### src/rtl/grid_vga_pkg.sv
// grid_vga_pkg: VGA 640x480@60 timing constants, colour type and default colours
package grid_vga_pkg;
  typedef logic [11:0] rgb444_t;
  localparam int H_VIS   = 640;
  localparam int H_FP    = 16;
  localparam int H_SYNC  = 96;
  localparam int H_BP    = 48;
  localparam int H_TOTAL = H_VIS + H_FP + H_SYNC + H_BP;
  localparam int V_VIS   = 480;
  localparam int V_FP    = 10;
  localparam int V_SYNC  = 2;
  localparam int V_BP    = 33;
  localparam int V_TOTAL = V_VIS + V_FP + V_SYNC + V_BP;
  localparam rgb444_t CELL_RGB   = 12'hF80;
  localparam rgb444_t BG_RGB     = 12'h000;
  localparam rgb444_t BORDER_RGB = 12'hFFF;
  localparam rgb444_t BLANK_RGB  = 12'h000;
endpackage

### src/rtl/grid_vga_if.sv
// grid_vga_if: playfield input and VGA output bundle of the renderer
interface grid_vga_if;
  import grid_vga_pkg::*;
  logic [255:0] grid_out;
  logic hsync;
  logic vsync;
  rgb444_t rgb;
  logic frame_tick;
  modport master (input grid_out, output hsync, vsync, rgb, frame_tick);
  modport slave (output grid_out, input hsync, vsync, rgb, frame_tick);
endinterface

### src/rtl/grid_vga_renderer_timing.sv
// vga_timing: pixel-enable divider, raster counters, raw syncs and visible flag
module vga_timing import grid_vga_pkg::*; #(
  parameter int HV  = H_VIS,
  parameter int HFP = H_FP,
  parameter int HS  = H_SYNC,
  parameter int HB  = H_BP,
  parameter int VV  = V_VIS,
  parameter int VFP = V_FP,
  parameter int VS  = V_SYNC,
  parameter int VB  = V_BP
) (
  input  logic       clk,
  input  logic       reset,
  output logic       pix_en_o,
  output logic [9:0] hcount_o,
  output logic [9:0] vcount_o,
  output logic       hsync_o,
  output logic       vsync_o,
  output logic       visible_o
);
  logic [1:0] div_q;
  logic [9:0] h_q, v_q;
  logic h_last, v_last;
  assign pix_en_o = div_q == 2'd3;
  assign h_last = h_q == 10'(HV + HFP + HS + HB - 1);
  assign v_last = v_q == 10'(VV + VFP + VS + VB - 1);
  assign hcount_o = h_q;
  assign vcount_o = v_q;
  assign hsync_o = !(h_q >= 10'(HV + HFP) && h_q < 10'(HV + HFP + HS));
  assign vsync_o = !(v_q >= 10'(VV + VFP) && v_q < 10'(VV + VFP + VS));
  assign visible_o = h_q < 10'(HV) && v_q < 10'(VV);
  always_ff @(posedge clk)
    if (reset) begin
      div_q <= '0;
      h_q <= '0;
      v_q <= '0;
    end else begin
      div_q <= div_q + 2'd1;
      if (pix_en_o) begin
        h_q <= h_last ? '0 : h_q + 10'd1;
        if (h_last) v_q <= v_last ? '0 : v_q + 10'd1;
      end
    end
endmodule

### src/rtl/grid_vga_renderer.sv
// grid_vga_renderer: draws the 16x16 playfield snapshot, bordered, onto VGA
module grid_vga_renderer import grid_vga_pkg::*; #(
  parameter int CELL_PX = 16,
  parameter int X_ORIGIN = 192,
  parameter int Y_ORIGIN = 112,
  parameter rgb444_t CELL_COLOR = CELL_RGB,
  parameter rgb444_t BG_COLOR = BG_RGB,
  parameter rgb444_t BORDER_COLOR = BORDER_RGB,
  parameter int HV  = H_VIS,
  parameter int HFP = H_FP,
  parameter int HS  = H_SYNC,
  parameter int HB  = H_BP,
  parameter int VV  = V_VIS,
  parameter int VFP = V_FP,
  parameter int VS  = V_SYNC,
  parameter int VB  = V_BP
) (
  input logic clk,
  input logic reset,
  grid_vga_if.master bus_io
);
  localparam int SH = $clog2(CELL_PX);
  localparam logic signed [10:0] LO = -11'sd1;
  localparam logic signed [10:0] HI = 11'(16 * CELL_PX);
  logic pix_en, hs, vs, vis, snap_d, border_d, cell_d;
  logic [9:0] h, v;
  logic signed [10:0] xs, ys;
  logic [3:0] col, row;
  logic [255:0] shadow_q;
  logic ft_q, s1_vis_q, s1_bord_q, s1_cell_q, s1_hs_q, s1_vs_q, hs_q, vs_q;
  rgb444_t rgb_q, rgb_d;
  vga_timing #(.HV(HV), .HFP(HFP), .HS(HS), .HB(HB), .VV(VV), .VFP(VFP), .VS(VS), .VB(VB)) u_timing (
    .clk(clk), .reset(reset), .pix_en_o(pix_en), .hcount_o(h), .vcount_o(v),
    .hsync_o(hs), .vsync_o(vs), .visible_o(vis)
  );
  // signed offsets keep pixels left of / above the board from wrapping into it
  assign xs = 11'({1'b0, h}) - 11'(X_ORIGIN);
  assign ys = 11'({1'b0, v}) - 11'(Y_ORIGIN);
  assign col = xs[SH+3:SH];
  assign row = ys[SH+3:SH];
  always_comb begin
    snap_d = pix_en && h == '0 && v == 10'(VV);
    border_d = xs >= LO && xs <= HI && ys >= LO && ys <= HI &&
               (xs == LO || xs == HI || ys == LO || ys == HI);
    cell_d = !xs[10] && !ys[10] && xs < HI && ys < HI && shadow_q[{col, row}];
    rgb_d = !s1_vis_q ? BLANK_RGB : s1_bord_q ? BORDER_COLOR : s1_cell_q ? CELL_COLOR : BG_COLOR;
  end
  always_ff @(posedge clk)
    if (reset) begin
      shadow_q <= '0;
      ft_q <= 1'b0;
      s1_vis_q <= 1'b0;
      s1_bord_q <= 1'b0;
      s1_cell_q <= 1'b0;
      s1_hs_q <= 1'b1;
      s1_vs_q <= 1'b1;
      rgb_q <= '0;
      hs_q <= 1'b1;
      vs_q <= 1'b1;
    end else begin
      ft_q <= snap_d;
      if (snap_d) shadow_q <= bus_io.grid_out;
      if (pix_en) begin
        s1_vis_q <= vis;
        s1_bord_q <= border_d;
        s1_cell_q <= cell_d;
        s1_hs_q <= hs;
        s1_vs_q <= vs;
        rgb_q <= rgb_d;
        hs_q <= s1_hs_q;
        vs_q <= s1_vs_q;
      end
    end
  assign bus_io.hsync = hs_q;
  assign bus_io.vsync = vs_q;
  assign bus_io.rgb = rgb_q;
  assign bus_io.frame_tick = ft_q;
endmodule

### src/flat_wrapper.sv
// flat-port wrapper written by rule: the top's interface ports become plain ports
module grid_vga_renderer_flat import grid_vga_pkg::*;
#(
  parameter int CELL_PX = 16,
  parameter int X_ORIGIN = 192,
  parameter int Y_ORIGIN = 112,
  parameter rgb444_t CELL_COLOR = CELL_RGB,
  parameter rgb444_t BG_COLOR = BG_RGB,
  parameter rgb444_t BORDER_COLOR = BORDER_RGB,
  parameter int HV  = H_VIS,
  parameter int HFP = H_FP,
  parameter int HS  = H_SYNC,
  parameter int HB  = H_BP,
  parameter int VV  = V_VIS,
  parameter int VFP = V_FP,
  parameter int VS  = V_SYNC,
  parameter int VB  = V_BP
)
  (clk, reset, bus_io_grid_out, bus_io_hsync, bus_io_vsync, bus_io_rgb, bus_io_frame_tick);
  grid_vga_if bus_io_i ();
  input logic clk;
  input logic reset;
  input wire logic [$bits(bus_io_i.grid_out)-1:0] bus_io_grid_out;
  output wire logic [$bits(bus_io_i.hsync)-1:0] bus_io_hsync;
  output wire logic [$bits(bus_io_i.vsync)-1:0] bus_io_vsync;
  output wire logic [$bits(bus_io_i.rgb)-1:0] bus_io_rgb;
  output wire logic [$bits(bus_io_i.frame_tick)-1:0] bus_io_frame_tick;
  assign bus_io_i.grid_out = bus_io_grid_out;
  assign bus_io_hsync = bus_io_i.hsync;
  assign bus_io_vsync = bus_io_i.vsync;
  assign bus_io_rgb = bus_io_i.rgb;
  assign bus_io_frame_tick = bus_io_i.frame_tick;
  grid_vga_renderer #(.CELL_PX(CELL_PX), .X_ORIGIN(X_ORIGIN), .Y_ORIGIN(Y_ORIGIN), .CELL_COLOR(CELL_COLOR), .BG_COLOR(BG_COLOR), .BORDER_COLOR(BORDER_COLOR), .HV(HV), .HFP(HFP), .HS(HS), .HB(HB), .VV(VV), .VFP(VFP), .VS(VS), .VB(VB)) u_core (.clk(clk), .reset(reset), .bus_io(bus_io_i));
endmodule
### config.mk
export PLATFORM = sky130hd
export DESIGN_NAME = grid_vga_renderer_flat
export DESIGN_NICKNAME = d
export VERILOG_FILES = /design/src/rtl/grid_vga_pkg.sv /design/src/rtl/grid_vga_if.sv /design/src/rtl/grid_vga_renderer_timing.sv /design/src/rtl/grid_vga_renderer.sv /design/src/flat_wrapper.sv
export SDC_FILE = /design/constraint.sdc
export NUM_CORES = 1
export LEC_CHECK = 0
export BUFFER_PORTS_ARGS = -buffer_cell sky130_fd_sc_hd__buf_2
export CORE_UTILIZATION = 50
export DETAILED_ROUTE_END_ITERATION = 16
export GPL_TIMING_DRIVEN = 0
export PLACE_DENSITY = 0.77
export SYNTH_ARGS = -nofsm -noshare
export SYNTH_HDL_FRONTEND = slang
export SYNTH_SLANG_ARGS = --single-unit
### constraint.sdc
create_clock -name clk -period 3.45 [get_ports clk]
set_clock_uncertainty 0.05 [all_clocks]
set_input_delay 0.1725 -clock clk [delete_from_list [all_inputs] [get_ports clk]]
set_output_delay 0.1725 -clock clk [all_outputs]
set_load 0.02 [all_outputs]
==> impl_metrics.ini <==
[power]
p_leak_nw = 6.74
powerDensity_nw_per_um2 = 387
vdd_drop_max_mv = 0.285

[layout]
regArea_sq_um = 5770
final_common_cell = nand2_1
finalNetCount = 2373
multi_input_area_sq_um = 6470
mostFrequentLayoutCells = 564 x nand2_1, 287 x buf_2, 287 x dfxtp_1
drive_gt1_share_pct = 20.6
fillers = 1669
final_cells = 2460
syn2layout_area_growth_pct = 43.1

[placed_design]
routabilityCongestion = 0.927
place_ws_ns = -1.05
place.detailed.hpwl_mm = 28.8
dp.cells = 2141
port_buffers = 271

[job]
cap_viol_max_count = 1

[critical_path]
worstSetupEndpointType = flop
cpLargestDelayFamily = buffers and inverters
ff2ff_path_depth = 11
cpMostUsedCell = clkbuf_1
critPathArrivalTime_ns = 3.86
startpoint = u_core.u_timing.vcount_o[4]
cp_max_fo = 11
crit_chain = buf_6, buf_8, clkinvlp_4, clkbuf_8, ha_1, nand4_1, nor3_2, clkbuf_1, clkbuf_1, nand2_1, a21oi_1
r2r_end = u_core.shadow_q[74]
r2r_slack_ns = 0.01
crit_type = reg -> reg
required_ns = 3.87
crit_path_top_delay_cell = clkbuf_1
crit_buf_inv = 6
r2r-start = u_core.u_timing.vcount_o[4]
critPathMaxStageDelay_ns = 0.71
startpoint_type = flop

[logic_synthesis]
synth-async-reset-ratio_pct = 0
ys_seq_area_share_pct = 44.9
ys_ff_latch = 288
yosys_most_used_dff = dfxtp_1
syn-cell-area_sq_um = 12800
yosysUniqueCellTypes = 51
syn_nets = 1812
synth_edf_count = 0
synthMuxAreaShare_pct = 12.5
synth-simple-area-share_pct = 21.7
synth_xor_area_share_pct = 1.64
synth.top_cell.area_share_pct = 44.9
synth_top_family_by_area = simple AND/OR/NAND/NOR gates
syn_avg_cell_area_sq_um = 8.33
ys_warn_count = 0
synth_compound_area_share_pct = 12.7
post_synth_fa_ha_maj_area_fraction_pct = 1.37
synth_top_area_cell = dfxtp_1
syn_inst = 1540
netlist_top_cells_area = dfxtp_1 45%, nand2_1 17%, a21oi_1 11%

[routing]
route.detailed.drc = 0
firstDrtPassIters = 6
first_iter_violations = 1554
routed_wl_mm = 50.1
antenna_left = 0
vias = 14168
routed_via_density = 5.76
wire_per_inst_microns = 20.4

[sta]
max_freq_ghz = 0.291
finalWorstSetupSlack_ns = 0.0137
tightest_slew_ns = 1.49
period_minus_slack_ns = 3.44
setup_violations = 0
slew_headroom_pct = -0.129
slew_viol_final = 1
min_period_over_period_pct = 99.6
hold_violations = 0

[hold_path]
min_to = u_core.s1_hs_q
hold_class = in -> reg
hold_start = reset
worst_hold_path.num_cells = 3

[clock_network]
cts.path.max_buffers = 3
path_clk_slew_ns = 0.07
cts_sinks = 288
cts_tree = done
insertion_delay_ns = 0.56
cts_buffers = 29
htree_levels = 1
cts_root_buf = clkbuf_16

[floorplanning]
dieArea_sq_um = 26300
start_util_pct = 50.9
fp.dieH_microns = 162
die_x_microns = 162
core_area_sq_um = 25200
pin_count = 273
rows = 58

[global_route]
grt_antenna_before_repair = 4
grt_max_degree = 15
grt_pass1_wl_mm = 77.1
grt_use_total_pct = 38.0
grt-ovfl-total = 0
grt_pass1_vias = 14602

[run_status]
status = complete, but fails checks
violations = capacitance limit, slew limit
-- state kept, by name, indices dropped and copies added, names as in the netlist --
name	flops
u_core.s1_cell_q	1
u_core.s1_bord_q	1
u_core.bus_io.rgb	2
u_core.u_timing.hcount_o	10
u_core.s1_hs_q	1
u_core.s1_vs_q	1
u_core.bus_io.hsync	1
u_core.s1_vis_q	1
u_core.u_timing.vcount_o	10
u_core.u_timing.div_q	2
u_core.shadow_q	256
u_core.bus_io.frame_tick	1
u_core.bus_io.vsync	1
-- cell usage after synthesis, types with 11 or more instances --
cell type and number:
dfxtp_1 288, buf_4 15, ha_1 14, nor2_1 37
a21oi_1 270, inv_1 11, nor3_1 17, buf_2 18
mux2i_1 11, nand4_1 17, nand2_1 564, mux4_2 60
clkbuf_1 92, nand3_1 17
-- cells by family (layout without fill, tap and decap cells) --
logic type / count (synthesis) / count (layout)
mux: 77 / 77
buf+inv: 145 / 729
flops: 288 / 288
simple gates: 687 / 687
compound gates: 308 / 308
xor+xnor: 21 / 21
other cells: 0 / 6
fa+ha+maj: 14 / 14
-- per-layer routing --
layer  part of all wire, %  vias to the layer above  GRT usage [%]
li1                      -                     6347              -
met1                    36                     6575           45.0
met2                    48                      976           64.1
met3                   9.2                      270           7.51
met4                   6.1                        0           22.2
met5                     0                        -          0.189
-- final cells by class --
class / instances / share of cell area, %
clock inverters: 13 / 0.668
plain buffers: 134 / 3.93
inverters: 11 / 0.245
diodes: 6 / 0.0818
flip-flops and latches: 288 / 31.4
well taps: 330 / 2.25
clock buffers: 41 / 4.69
multi-input cells: 1107 / 35.2
repair buffers: 530 / 21.5
-- report_power, final --
group | switching, W | leakage (nW) | internal, W
clock | 0.00138 | 0.498 | 0.00188
sequential | 0.00000265 | 2.32 | 0.00333
combinational | 0.000200 | 3.92 | 0.000309
total | 0.00158 | 6.74 | 0.00552
-- timing repair --
action	in CTS	in global routing
setup endpoints to repair	258	9
endpoints found under the hold margin	256	0
setup buffers	2	0
resized for setup	33	8
hold buffers	256	0
pin swaps	0	1
-- worst min-delay path, delay by kind of cell --
kind | cells | cell delay, ns
AND/OR/NAND/NOR | 1 | 0.07
buffers and inverters | 2 | 0.57
-- metrics by stage --
stage | instance area (sq um) | hold WS, ns | total power [W] | util [%] | TNS [ns]
after global routing | 18400 | 0.267 | 0.00726 | 72.9 | -0.0239
after detailed placement | 14600 | 0.368 | 0.00365 | 58.0 | -154.59
after CTS | 18300 | 0.236 | 0.00704 | 72.6 | 0
final | 18400 | 0.271 | 0.00710 | 72.9 | 0
after global placement | 14600 | 0.357 | 0.00365 | 58.0 | -154.01
after floorplan | 12800 | 0.258 | 0.00346 | - | 0
-- worst max path at each step --
| stage | endpoint | slack [ns] | cells after the start |
|---|---|---|---|
| after CTS | u_core.s1_cell_q | 0.07 | 12 |
| final | u_core.shadow_q[74] | 0.01 | 11 |
| after floorplan | u_core.s1_cell_q | 0.16 | 11 |
| after global placement | u_core.s1_cell_q | -1.03 | 12 |
| after detailed placement | u_core.s1_cell_q | -1.05 | 15 |
| after global routing | u_core.s1_cell_q | -0.02 | 13 |
Note: power is estimated with default switching activity, not from simulation.
